===== src/rtl/uart_rx.sv =====
`default_nettype none
// ============================================================================
// Module   : uart_rx
// Purpose  : Oversampled UART receiver, 8 data bits LSB first, optional parity
// Revision : 1.0 - initial release
// ============================================================================
module uart_rx #(
  parameter int OVERSAMPLE = 16
) (
  input  logic       baud_clk,
  input  logic       rst_n,
  input  logic [1:0] parity_i,
  input  logic       rx_i,
  output logic [7:0] data_o,
  output logic       valid_o,
  output logic       parity_err_o,
  output logic       frame_err_o,
  output logic       busy_o
);

  localparam int c_M  = OVERSAMPLE / 2;
  localparam int c_TW = $clog2(OVERSAMPLE);
  localparam logic [c_TW-1:0] c_TICK_ONE  = c_TW'(1);
  localparam logic [c_TW-1:0] c_TICK_PRE  = c_TW'(c_M - 1);
  localparam logic [c_TW-1:0] c_TICK_MID  = c_TW'(c_M);
  localparam logic [c_TW-1:0] c_TICK_DEC  = c_TW'(c_M + 1);
  localparam logic [c_TW-1:0] c_TICK_LAST = c_TW'(OVERSAMPLE - 1);

  typedef enum logic [2:0] {
    S_IDLE   = 3'd0,
    S_START  = 3'd1,
    S_DATA   = 3'd2,
    S_PARITY = 3'd3,
    S_STOP   = 3'd4
  } state_t;

  state_t          r_state;
  state_t          w_state_next;
  logic            r_sync1;
  logic            r_sync2;
  logic            r_rxs_prev;
  logic [c_TW-1:0] r_tick;
  logic [2:0]      r_bit_idx;
  logic            r_vote_a;
  logic            r_vote_b;
  logic [7:0]      r_shift;
  logic [1:0]      r_par_mode;
  logic            r_par_err;
  logic [7:0]      r_data;
  logic            r_valid;
  logic            r_perr;
  logic            r_ferr;

  logic w_rxs;
  logic w_fall;
  logic w_at_dec;
  logic w_at_last;
  logic w_vote;
  logic w_par_on;
  logic w_par_exp;

  assign w_rxs     = r_sync2;
  assign w_fall    = r_rxs_prev & ~w_rxs;
  assign w_at_dec  = (r_tick == c_TICK_DEC);
  assign w_at_last = (r_tick == c_TICK_LAST);
  // Two earlier samples are held; the third is the live synchronized level.
  assign w_vote    = (r_vote_a & r_vote_b) | (r_vote_a & w_rxs) | (r_vote_b & w_rxs);
  assign w_par_on  = (r_par_mode == 2'd1) || (r_par_mode == 2'd2);
  assign w_par_exp = (r_par_mode == 2'd1) ? ~^r_shift : ^r_shift;

  always_ff @(posedge baud_clk or negedge rst_n) begin
    if (!rst_n) begin
      r_state <= S_IDLE;
    end else begin
      r_state <= w_state_next;
    end
  end

  always_comb begin
    w_state_next = r_state;
    unique case (r_state)
      S_IDLE: begin
        if (w_fall) w_state_next = S_START;
      end
      S_START: begin
        if (w_at_dec && w_vote) w_state_next = S_IDLE;
        else if (w_at_last)     w_state_next = S_DATA;
      end
      S_DATA: begin
        if (w_at_last && (r_bit_idx == 3'd7))
          w_state_next = w_par_on ? S_PARITY : S_STOP;
      end
      S_PARITY: begin
        if (w_at_last) w_state_next = S_STOP;
      end
      S_STOP: begin
        if (w_at_dec) w_state_next = S_IDLE;
      end
      default: w_state_next = S_IDLE;
    endcase
  end

  always_ff @(posedge baud_clk or negedge rst_n) begin
    if (!rst_n) begin
      r_sync1    <= 1'b1;
      r_sync2    <= 1'b1;
      r_rxs_prev <= 1'b1;
      r_tick     <= '0;
      r_bit_idx  <= '0;
      r_vote_a   <= 1'b1;
      r_vote_b   <= 1'b1;
      r_shift    <= '0;
      r_par_mode <= '0;
      r_par_err  <= 1'b0;
      r_data     <= '0;
      r_valid    <= 1'b0;
      r_perr     <= 1'b0;
      r_ferr     <= 1'b0;
    end else begin
      r_sync1    <= rx_i;
      r_sync2    <= r_sync1;
      r_rxs_prev <= r_sync2;
      r_valid    <= 1'b0;

      // The edge cycle itself counts as tick 0 of the start bit.
      if (r_state == S_IDLE)
        r_tick <= w_fall ? c_TICK_ONE : '0;
      else if ((w_state_next != r_state) || w_at_last)
        r_tick <= '0;
      else
        r_tick <= r_tick + 1'b1;

      if (r_tick == c_TICK_PRE) r_vote_a <= w_rxs;
      if (r_tick == c_TICK_MID) r_vote_b <= w_rxs;

      case (r_state)
        S_START: begin
          if (w_at_dec && !w_vote) begin
            r_par_mode <= parity_i;
            r_bit_idx  <= '0;
            r_par_err  <= 1'b0;
          end
        end
        S_DATA: begin
          if (w_at_dec)  r_shift   <= {w_vote, r_shift[7:1]};
          if (w_at_last) r_bit_idx <= r_bit_idx + 3'd1;
        end
        S_PARITY: begin
          if (w_at_dec) r_par_err <= (w_vote != w_par_exp);
        end
        S_STOP: begin
          if (w_at_dec) begin
            r_valid <= 1'b1;
            r_data  <= r_shift;
            r_perr  <= r_par_err;
            r_ferr  <= ~w_vote;
          end
        end
        default: ;
      endcase
    end
  end

  assign data_o       = r_data;
  assign valid_o      = r_valid;
  assign parity_err_o = r_perr;
  assign frame_err_o  = r_ferr;
  assign busy_o       = (r_state != S_IDLE);

endmodule
`default_nettype wire


===== config.mk =====
export PLATFORM = sky130hd
export DESIGN_NAME = uart_rx
export DESIGN_NICKNAME = d
export VERILOG_FILES = /design/src/rtl/uart_rx.sv
export SDC_FILE = /design/constraint.sdc
export NUM_CORES = 1
export LEC_CHECK = 0
export BUFFER_PORTS_ARGS = -buffer_cell sky130_fd_sc_hd__buf_2
export CAP_MARGIN = 5
export CORE_ASPECT_RATIO = 0.5
export CORE_MARGIN = 3
export CORE_UTILIZATION = 55
export DETAILED_ROUTE_END_ITERATION = 8
export GPL_ROUTABILITY_DRIVEN = 0
export PLACE_DENSITY = 0.78
export SKIP_CTS_REPAIR_TIMING = 1
export SLEW_MARGIN = 20
export SYNTH_ARGS = -nofsm -noshare
export SYNTH_HDL_FRONTEND = slang
export SYNTH_SLANG_ARGS = --single-unit

===== constraint.sdc =====
create_clock -name baud_clk -period 2.6 [get_ports baud_clk]
set_input_delay 0.52 -clock baud_clk [delete_from_list [all_inputs] [get_ports baud_clk]]
set_output_delay 0.52 -clock baud_clk [all_outputs]
set_load 0.01 [all_outputs]

==> impl_metrics.env <==
export IMPL_die_w_um=84.23
export IMPL_multi_input_area_um2=709.4
export IMPL_syn_area_per_cell_um2=12.85
export IMPL_min_path_type="input port to asynchronous set/reset pin"
export IMPL_peakVddDrop_v=0.0004961
export IMPL_worst_r2r_path_depth=5
export IMPL_p_per_area_nw_per_um2=821.0
export IMPL_r2r_end="r_shift[5]$_DFFE_PN0P_"
export IMPL_grt_pass1_wl_mm=5.250
export IMPL_grt_max_degree=38
export IMPL_drt_total_wl_mm=2.831
export IMPL_nets=162
export IMPL_min_period_over_period=0.7353
export IMPL_cts_root_buf="clkbuf_8"
export IMPL_yosysTopAreaCellShare=0.4758
export IMPL_initial_core_util=0.6122
export IMPL_drt_iter0_drc=50
export IMPL_cts_tree="built"
export IMPL_antenna_found_initial=0
export IMPL_rows=13
export IMPL_synth_common_cells="dfrtp_1, mux2_1, xnor2_1"
export IMPL_cts_made_buffers=5
export IMPL_switchingPower_uw=462.5
export IMPL_cts_path_max_buffers=2
export IMPL_skew_ns=0.004913
export IMPL_status="completed"
export IMPL_ys_ff_latch=37
export IMPL_ff2ff_setup_slack_ns=0.69
export IMPL_synth_ff_type="dfrtp_1"
export IMPL_vias=1034
export IMPL_drive_gt1_frac=0.2185
export IMPL_synth_edf_count=0
export IMPL_cp_required_ns=2.76
export IMPL_via_per_inst=5.500
export IMPL_clock_sink_count=37
export IMPL_switching_share=0.2968
export IMPL_synthTopCellsByArea="dfrtp_1, mux2_1, dfstp_2, ha_1, xnor2_1"
export IMPL_synth_nets=142
export IMPL_r2r_start="r_tick[1]$_DFF_PN0_"
export IMPL_synthCells=131
export IMPL_final_hold_violation_count=0
export IMPL_grt_pass1_vias=1127
export IMPL_p_total_mw=1.558
export IMPL_cts_htree_levels=2
export IMPL_dieArea_um2=3800
export IMPL_setup_viol=0
export IMPL_overflow=0
export IMPL_io_pins=17
export IMPL_seq_area_frac_synth=0.5539
export IMPL_fill_cells=211
export IMPL_start_kind="flip-flop"
export IMPL_dr_pass1_iters=4
export IMPL_p_leak_nw=0.9639
export IMPL_place_area_um2=1794
export IMPL_max_freq_mhz=523.1
export IMPL_seq_area_um2=932.1
export IMPL_fin_area_um2=1898
export IMPL_seqPwrFrac=0.480
export IMPL_grt_use_total=0.1828
export IMPL_slew_violations=0
export IMPL_comb_power_share=0.220
export IMPL_setup_tns_final_ns=0
export IMPL_wl_per_cell_um=15.06
export IMPL_clk_latency_ns=0.28
export IMPL_clkTransAtPathRegs_ns=0.07
export IMPL_core_um2=2749
export IMPL_diodes=0
export IMPL_hpwl_mm=1.990
export IMPL_worst_hold_slack_ns=0.3204
export IMPL_arrival_ns=2.07
export IMPL_synth_distinct_cells=36
export IMPL_fp_dieH_um=45.12
export IMPL_ys_async_sr_fraction=1.000
export IMPL_cap_violations=0
export IMPL_numPortBuffers=16
export IMPL_yosysWarnings=0
export IMPL_drc=0
export IMPL_pwr_share_clk=0.300
export IMPL_mappedNetlistArea_um2=1683
export IMPL_antenna_left=0
export IMPL_endpoint_kind="flip-flop"
export IMPL_yosysMostFrequentCell="dfrtp_1"
export IMPL_rsz0062_at_grt="false"
export IMPL_tightest_slew_ns=0.7896
export IMPL_crit_fanout=8
export IMPL_p_int_mw=1.096
export IMPL_synth_top_cell_by_area="dfrtp_1"
export IMPL_crit_type="flip-flop to flip-flop"
export IMPL_relSlewSlack=0.4736
export IMPL_period_needed_ns=1.912
export IMPL_area_growth_pct=12.79
-- cell families (layout without fill, tap and decap cells) --
family,after synthesis,count (layout),synth area share
XOR/XNOR,9,9,0.05502
AND/OR/NAND/NOR,33,33,0.1264
multiplexers,20,20,0.1338
adder cells (fa/ha/maj),7,7,0.05130
AO/OA/AOI/OAI,15,15,0.05502
buffers and inverters,10,30,0.02453
flip-flops,37,37,0.5539
-- through the flow --
step | setup WS, ns | util | instances
global placement | 0.7383 | 0.6527 | 181
finish | 0.6882 | 0.6905 | 188
floorplan | 0.8676 | - | 131
detailed placement | 0.6683 | 0.6527 | 181
global route | 0.5354 | 0.6905 | 188
CTS | 0.6595 | 0.6905 | 188
-- worst max path at each step --
stage | to | startpoint | slack (ns)
floorplan | r_state[0]$_DFF_PN0_ | r_tick[0]$_DFF_PN0_ | 0.87
global placement | r_shift[2]$_DFFE_PN0P_ | r_tick[1]$_DFF_PN0_ | 0.74
detailed placement | data_o[3]$_DFFE_PN0P_ | r_tick[1]$_DFF_PN0_ | 0.67
CTS | data_o[3]$_DFFE_PN0P_ | r_tick[1]$_DFF_PN0_ | 0.66
global route | data_o[0]$_DFFE_PN0P_ | r_tick[1]$_DFF_PN0_ | 0.54
finish | r_shift[5]$_DFFE_PN0P_ | r_tick[1]$_DFF_PN0_ | 0.69
-- sequential cells by signal, indices dropped and copies added, names as in the netlist --
| name | flops |
|---|---|
| parity_err_o | 1 |
| r_state | 3 |
| r_sync2 | 1 |
| r_bit_idx | 3 |
| frame_err_o | 1 |
| r_par_err | 1 |
| valid_o | 1 |
| r_vote_a | 1 |
| r_tick | 4 |
| r_shift | 8 |
| r_par_mode | 2 |
| data_o | 8 |
| r_sync1 | 1 |
| r_vote_b | 1 |
| r_rxs_prev | 1 |
-- power groups by stage --
stage | Clock (mW) | Sequential, mW | Combinational, mW
after floorplan | 0 | 0.736 | 0.261
after global placement | 0 | 0.752 | 0.329
after detailed placement | 0 | 0.758 | 0.342
after CTS | 0.478 | 0.748 | 0.346
after global routing | 0.507 | 0.763 | 0.392
final | 0.468 | 0.748 | 0.343
-- area by class of cell --
cell class,instances,area share
clock buffer,5,0.03626
clock inverter,2,0.01846
inverter,7,0.01384
multi-input combinational,84,0.3738
sequential,37,0.4911
tap,37,0.02439
timing repair buffer,16,0.04219
-- placed cells by master (no fill, tap or decap), types with 3 or more instances in the layout --
cell	count
or3_1	3
buf_2	16
dfrtp_1	32
ha_1	6
o21ai_1	3
xnor2_1	7
mux2_1	20
inv_1	6
dfstp_2	5
o21ai_0	3
nand3b_1	4
clkbuf_8	5
nor2_1	5
nand2_1	6
-- per-layer routing --
metal,GRT usage,part of all wire,vias to the layer above
met4,0.05769,0.0042,0
met5,0,0,-
li1,-,-,495
met2,0.3245,0.49,16
met1,0.2217,0.46,521
met3,0.05464,0.046,2
-- worst max-delay path, cell delays in order (launching register included) --
cell and delay (ns):
dfrtp_1 0.40, inv_1 0.08, ha_1 0.17, nand3b_1 0.22
or3_1 0.54, mux2_1 0.38
Note: power is estimated with default switching activity, not from simulation.
